[src/rtl/link_rst_req_module_if.sv]
// Link reset-request status bundle: PCS lock in, reset request / ready / retry count out.
// The slave modport is the one taken by link_rst_req_module.
interface link_rst_req_if;
  logic       i_lock;
  logic       o_rst_req;
  logic       o_ready;
  logic [7:0] o_retry_cnt;

  modport slave (
    input  i_lock,
    output o_rst_req,
    output o_ready,
    output o_retry_cnt
  );

  modport master (
    output i_lock,
    input  o_rst_req,
    input  o_ready,
    input  o_retry_cnt
  );
endinterface

[src/rtl/link_rst_req_module.sv]
// Issues reset requests while the link is down and flags ready once block lock is stable.
// Define LINK_RST_SYNC_EN to pass i_lock through a 2-flop synchronizer first.
module link_rst_req_module #(
  parameter int unsigned P_REQ_CYCLE = 4,
  parameter int unsigned P_TIMEOUT   = 1000,
  parameter int unsigned P_STABLE    = 64
) (
  input  logic          i_clk,
  input  logic          i_rst,
  link_rst_req_if.slave link
);

  typedef enum logic [1:0] {StReq, StWait, StHold, StReady} state_e;

  localparam bit          ReqEn       = (P_REQ_CYCLE != 0);
  localparam logic [15:0] ReqLast     = ReqEn ? 16'(P_REQ_CYCLE - 1) : 16'd0;
  localparam logic [15:0] TimeoutLast = 16'(P_TIMEOUT - 1);
  localparam logic [15:0] StableLast  = 16'(P_STABLE - 1);

  logic lock;

`ifdef LINK_RST_SYNC_EN
  logic [1:0] sync_q;

  always_ff @(posedge i_clk) begin
    if (i_rst) begin
      sync_q <= 2'b00;
    end else begin
      sync_q <= {sync_q[0], link.i_lock};
    end
  end

  assign lock = sync_q[1];
`else
  assign lock = link.i_lock;
`endif

  state_e      state_q, state_d;
  logic [15:0] cnt_q, cnt_d;
  logic [7:0]  retry_q, retry_d;
  logic        req_q, req_d;
  logic        ready_q, ready_d;

  always_comb begin
    state_d = state_q;
    cnt_d   = cnt_q + 16'd1;
    retry_d = retry_q;

    unique case (state_q)
      StReq: begin
        if (!ReqEn || (cnt_q == ReqLast)) begin
          state_d = StWait;
        end
      end
      StWait: begin
        // Lock arriving on the timeout cycle wins over the retry.
        if (lock) begin
          state_d = StHold;
        end else if (cnt_q == TimeoutLast) begin
          state_d = StReq;
          if (retry_q != 8'hff) begin
            retry_d = retry_q + 8'd1;
          end
        end
      end
      StHold: begin
        if (!lock) begin
          state_d = StWait;
        end else if (cnt_q == StableLast) begin
          state_d = StReady;
        end
      end
      StReady: begin
        if (!lock) begin
          state_d = StReq;
        end
      end
      default: begin
        state_d = StReq;
      end
    endcase

    if (state_d != state_q) begin
      cnt_d = 16'd0;
    end

    // Request lags REQ entry by one clock so the pulse spans exactly P_REQ_CYCLE clocks.
    req_d   = ReqEn && (state_q == StReq);
    ready_d = (state_d == StReady);
  end

  always_ff @(posedge i_clk) begin
    if (i_rst) begin
      state_q <= StReq;
      cnt_q   <= 16'd0;
      retry_q <= 8'd0;
      req_q   <= 1'b0;
      ready_q <= 1'b0;
    end else begin
      state_q <= state_d;
      cnt_q   <= cnt_d;
      retry_q <= retry_d;
      req_q   <= req_d;
      ready_q <= ready_d;
    end
  end

  assign link.o_rst_req   = req_q;
  assign link.o_ready     = ready_q;
  assign link.o_retry_cnt = retry_q;

endmodule
[src/flat_wrapper.sv]
// flat-port wrapper written by rule: the top's interface ports become plain ports
module link_rst_req_module_flat 
#(
  parameter int unsigned P_REQ_CYCLE = 4,
  parameter int unsigned P_TIMEOUT   = 1000,
  parameter int unsigned P_STABLE    = 64
)
  (i_clk, i_rst, link_i_lock, link_o_rst_req, link_o_ready, link_o_retry_cnt);
  link_rst_req_if link_i ();
  input  logic i_clk;
  input  logic i_rst;
  input wire logic [$bits(link_i.i_lock)-1:0] link_i_lock;
  output wire logic [$bits(link_i.o_rst_req)-1:0] link_o_rst_req;
  output wire logic [$bits(link_i.o_ready)-1:0] link_o_ready;
  output wire logic [$bits(link_i.o_retry_cnt)-1:0] link_o_retry_cnt;
  assign link_i.i_lock = link_i_lock;
  assign link_o_rst_req = link_i.o_rst_req;
  assign link_o_ready = link_i.o_ready;
  assign link_o_retry_cnt = link_i.o_retry_cnt;
  link_rst_req_module #(.P_REQ_CYCLE(P_REQ_CYCLE), .P_TIMEOUT(P_TIMEOUT), .P_STABLE(P_STABLE)) u_core (.i_clk(i_clk), .i_rst(i_rst), .link(link_i));
endmodule
[config.mk]
export PLATFORM = sky130hd
export DESIGN_NAME = link_rst_req_module_flat
export DESIGN_NICKNAME = d
export VERILOG_FILES = /design/src/rtl/link_rst_req_module_if.sv /design/src/rtl/link_rst_req_module.sv /design/src/flat_wrapper.sv
export SDC_FILE = /design/constraint.sdc
export NUM_CORES = 1
export LEC_CHECK = 0
export ABC_AREA = 1
export CORE_MARGIN = 1
export CORE_UTILIZATION = 35
export CTS_BUF_LIST = sky130_fd_sc_hd__clkbuf_4 sky130_fd_sc_hd__clkbuf_8
export CTS_CLUSTER_DIAMETER = 40
export DETAILED_ROUTE_END_ITERATION = 6
export GPL_ROUTABILITY_DRIVEN = 0
export GPL_TIMING_DRIVEN = 0
export PLACE_DENSITY = 0.65
export SYNTH_ARGS = -nofsm -noshare
export SYNTH_HDL_FRONTEND = slang
export SYNTH_SLANG_ARGS = --single-unit
[constraint.sdc]
create_clock -name i_clk -period 1.4 [get_ports i_clk]
set_input_delay 0.28 -clock i_clk [delete_from_list [all_inputs] [get_ports i_clk]]
set_output_delay 0.28 -clock i_clk [all_outputs]
set_load 0.01 [all_outputs]
---- After elaboration in Yosys (flattened, before gate mapping) ----
Cells that the tools add are included.
W data, S select, Z words.
storage, ports and cells
  flip-flop bits (word level) ............. 28
  input port bits ......................... 3
  word-level logic and storage cells ...... 27
operators by class
  add/subtract/negate cells ............... 2
  equal/unequal tests ..................... 9
  muxes and demuxes ....................... 7
  bitwise logic cells ..................... 1
  reductions and logical operators ........ 3
operators by type and width
  cell                     number
  $add A16 B1 Y16 const B  1
  $eq A16 B10 Y1 const B   1
  $eq A16 B2 Y1 const B    1
  $eq A16 B6 Y1 const B    1
  $mux W2                  6
  $add A8 B1 Y8 const B    1
  $ne A8 B8 Y1 const B     1
  $pmux W2 S4              1
  $eq A2 B2 Y1 const B     3
  $reduce_and A4 Y1        1
  $eq A2 B1 Y1 const B     1
  $logic_not A2 Y1         1
  $ne A2 B2 Y1             1
  $reduce_or A2 Y1         1
  $not A1 Y1               1

---- Depth between registers and ports, before layout ----
  depth in word-level cells ............... 6
  depth in mapped cells ................... 12
  mapped depth without buffers ............ 11

---- Worst setup path before layout ----
Ideal clock, no wire load.
  path kind ............................... register to register
  start ................................... register u_core.cnt_q[0]
  end ..................................... register u_core.cnt_q[6]
  setup time .............................. 0.117 ns
  arrival time ............................ 1.389 ns
  required time ........................... 1.283 ns
  slack ................................... -0.106 ns
  stages on the path, launching flop included .. 12
  path buffers ............................ 1
  path through ............................ dfxtp_1 ha_1 nand3_2 nor2_1 nand2_1 nand2_1 nand2_1 nand3_1 nand2_1 nand2_4 buf_6 nor2_2
on the way
  cells in the longest elaborated chain, start to end .. 6
  elaborated cells on any way between the ends .. 12
  those cells by class .................... 1 x add/sub; 4 x eq/ne; 6 x mux; 1 x reduce/logical
ends and longest elaborated chain
  item                                                    RTL line                                              source
  start: declaration                                      link_rst_req_module.sv:39                             logic [15:0] cnt_q, cnt_d;
  start signal: assignment                                link_rst_req_module.sv:101                            cnt_q <= cnt_d;
  $eq A16 B6 Y1 / $eq A16 B10 Y1 (equally long branches)  link_rst_req_module.sv:69, link_rst_req_module.sv:59
  $mux W2 (on tied branches)                              link_rst_req_module.sv:69, link_rst_req_module.sv:59
  $mux W2 (on tied branches)                              link_rst_req_module.sv:67, link_rst_req_module.sv:57
  $pmux W2 S4                                             link_rst_req_module.sv:49                             unique case (state_q)
  $ne A2 B2 Y1                                            link_rst_req_module.sv:83                             if (state_d != state_q) begin
  $reduce_or A2 Y1 (no source line)                       --
Several ways; a longest one is shown, not always the timed one.
A chain may end at the register's enable or synchronous reset.

---- Worst setup path after layout ----
  start ................................... register u_core.cnt_q[1]
  end ..................................... register u_core.cnt_q[8]
The elaborated chain is that of the path after synthesis.

==> flow_metrics.py <==
metrics = {
    "run_status": {
        "status": "finished with violations",
        "violations": "negative setup slack",
    },
    "placement": {
        "portBuffers": 12,
        "dp_hpwl_um": 1958,
    },
    "route": {
        "routed_via_density": 4.597,
        "num_vias": 1324,
        "drc": 0,
        "drtPass1Iterations": 4,
        "dr.first_iter.drc_count": 49,
        "wl_per_cell_um": 10.99,
        "ant_nets": 0,
        "wl_um": 3164,
    },
    "logic_synthesis": {
        "yosys-top-cells-area": "dfxtp_1 (38%), nand2_1 (10%), xor2_1 (8.9%), nor2_1 (7.9%), inv_1 (6.8%)",
        "synth.distinct_cells": 26,
        "synth-warning-count": 0,
        "synthCells": 207,
        "synth.net_count": 212,
        "ys_ff_latch": 28,
        "synth_enable_flop_cells": 0,
        "synth_ff_type": "dfxtp_1",
        "synth_top_cells_by_count": "nand2_1 (41), nor2_1 (31), dfxtp_1 (28)",
        "synthesis.area_um2": 1481,
        "synth_top_area_share_pct": 37.84,
        "yosysMostFrequentCell": "nand2_1",
        "syn_avg_cell_area_um2": 7.157,
        "async_reset_ff_share_pct": 0,
        "ys_seq_area_share_pct": 37.84,
        "synth_area_leader_cell": "dfxtp_1",
    },
    "die": {
        "fp.dieH_um": 67.06,
        "die_x_um": 67.06,
        "rows": 23,
        "dieArea_um2": 4497,
        "start_util_pct": 36.77,
        "io-pin-count": 13,
        "coreArea_um2": 4029,
    },
    "power_and_ir_drop": {
        "leakagePower_nw": 0.8494,
        "powerDensity_nw_per_um2": 973.3,
        "irDropWorstVdd_uv": 816.4,
    },
    "timing": {
        "fin_crit_sh_pct": 106.8,
        "worst_slack_ns": -0.09517,
        "finalSetupViolCount": 21,
        "period_needed_ns": 1.495,
        "hold_violations": 0,
        "report.final.slew_viol_count": 0,
        "fmax_mhz": 668.8,
        "fin_hold_ws_ns": 0.4948,
        "skew_ns": 0.004401,
        "fin_setup_tns_ns": -1.261,
        "rsz0062_at_grt": "yes",
        "slew_headroom_pct": 61.93,
        "tightest_slew_ns": 0.5711,
    },
    "global_route": {
        "track_usage_pct": 15.08,
        "antenna_found_initial": 0,
        "grt_max_degree": 16,
        "grt_pass1_vias": 1228,
        "grt_pass1_wl_um": 5175,
        "overflow": 0,
    },
    "clocking": {
        "clk_latency_ns": 0.27,
        "clock-sinks": 28,
        "postCtsHoldBufs": 0,
        "cts_tree": "yes",
        "cts_root_buf": "clkbuf_8",
        "h-tree-depth": 1,
        "path_clk_slew_ns": 0.09,
        "clk_path_buf_depth": 2,
        "cts_buffers": 3,
    },
    "critical_path": {
        "r2r_slack_ns": -0.1,
        "critPathArrivalTime_ns": 1.67,
        "crit_path_end": "u_core.cnt_q[8]",
        "startpoint": "u_core.cnt_q[1]",
        "r2r_end": "u_core.cnt_q[8]",
        "rr_startpoint": "u_core.cnt_q[1]",
        "endpoint_kind": "flip-flop",
        "crit_fanout": 6,
        "crit_path_start_kind": "flip-flop",
        "critical_path_required_ns": 1.57,
        "worstSetupPathType": "reg -> reg",
        "reg2reg_depth": 11,
    },
    "flow_run": {
        "maxCapViolations": 0,
    },
    "final_layout": {
        "drive_gt1_share_pct": 38.24,
        "fillers": 390,
        "n_antenna_cell": 0,
        "num-nets-final": 244,
        "area_growth_pct": 38.26,
    },
    "worst_hold_path": {
        "hold_class": "reg -> reg",
    },
}
==> worst max-delay path, stage by stage, from the launching register on <==
cell      delay (ns)
dfxtp_2         0.36
ha_4            0.18
nand3_2         0.07
nor2_1          0.08
nand2_1         0.08
nand2_2         0.08
o211ai_1        0.08
nand2_1         0.09
clkinv_2        0.09
nand2_8         0.10
buf_12          0.13
nor2_2          0.04
==> what timing repair did <==
item / in CTS / in global routing
pin swaps: 12 / 16
resized for setup: 42 / 29
cloned: 1 / 0
setup endpoints to repair: 33 / 25
buffers inserted: 12 / 3
==> area by class of cell <==
| type | instances | area (um2) | share of cell area (%) |
|---|---|---|---|
| inverters | 29 | 110.1 | 5.376 |
| repair buffers | 28 | 261.5 | 12.77 |
| flip-flops and latches | 28 | 586.8 | 28.65 |
| clock buffers | 4 | 55.05 | 2.688 |
| multi-input cells | 147 | 948.4 | 46.30 |
| well taps | 50 | 62.56 | 3.054 |
| plain buffers | 2 | 23.77 | 1.161 |
==> cell usage in the layout (no fill, tap or decap), types with 2 or more instances in the layout <==
cell,instances
nand2_1,37
inv_1,27
nor2_1,21
dfxtp_2,21
nor2_2,18
xor2_1,15
buf_4,13
nand3_2,9
dlygate4sd2_1,9
dfxtp_1,7
nand3_1,6
a21oi_1,5
nand4_1,5
xnor2_1,5
a21oi_2,5
nand2_2,4
nor3_1,4
clkbuf_8,4
nor3_4,2
nor2_4,2
dlymetal6s2s_1,2
buf_6,2
==> power by group <==
group	switching (W)	internal (W)
Clock	0.000248	0.000252
Sequential	0.0000554	0.000851
Combinational	0.000273	0.000314
Total	0.000576	0.00142
==> cells by family (layout without fill, tap and decap cells) <==
family | Yosys count | after routing | share of synthesized area, %
AOI/OAI and AO/OA | 12 | 12 | 4.223
xor gates and xnor gates | 20 | 20 | 11.82
adders and majority gates | 2 | 2 | 1.689
buffers and inverters | 32 | 63 | 8.698
DFF | 28 | 28 | 37.84
and+or+nand+nor | 113 | 113 | 35.73
==> metrics by stage <==
step	worst slack, ns	instances	utilization (%)	area (um2)	power, W
global placement	-0.5825	269	41.83	1685	0.001221
floorplan	0.0006520	207	-	1503	0.001158
detailed placement	-0.5743	269	41.83	1685	0.001223
finish	-0.09517	288	50.84	2048	0.001994
global route	-0.2074	288	50.84	2048	0.002108
CTS	-0.08620	286	48.17	1941	0.001945
==> worst min path at each step <==
stage	start	cells after the start	slack, ns	end
finish	u_core.state_q[0]	1	0.49	u_core.link.o_rst_req
global route	u_core.state_q[0]	1	0.51	u_core.link.o_rst_req
CTS	u_core.state_q[0]	1	0.49	u_core.link.o_rst_req
detailed placement	u_core.cnt_q[0]	1	0.43	u_core.cnt_q[0]
global placement	u_core.cnt_q[0]	1	0.43	u_core.cnt_q[0]
floorplan	u_core.cnt_q[0]	1	0.42	u_core.cnt_q[0]
==> layer usage <==
metal / vias to the layer above / GRT usage, % / share of wire (%)
li1: 710 / - / -
met1: 595 / 18.40 / 48
met2: 17 / 26.75 / 49
met3: 2 / 3.082 / 2.6
met4: 0 / 3.191 / 0.22
met5: - / 0 / 0
==> sequential cells by signal, indices dropped and copies added, names as in the netlist <==
signal,count
u_core.link.o_rst_req,1
u_core.cnt_q,16
u_core.state_q,2
u_core.link.o_retry_cnt,8
u_core.link.o_ready,1
Note: power is estimated with default switching activity, not from simulation.
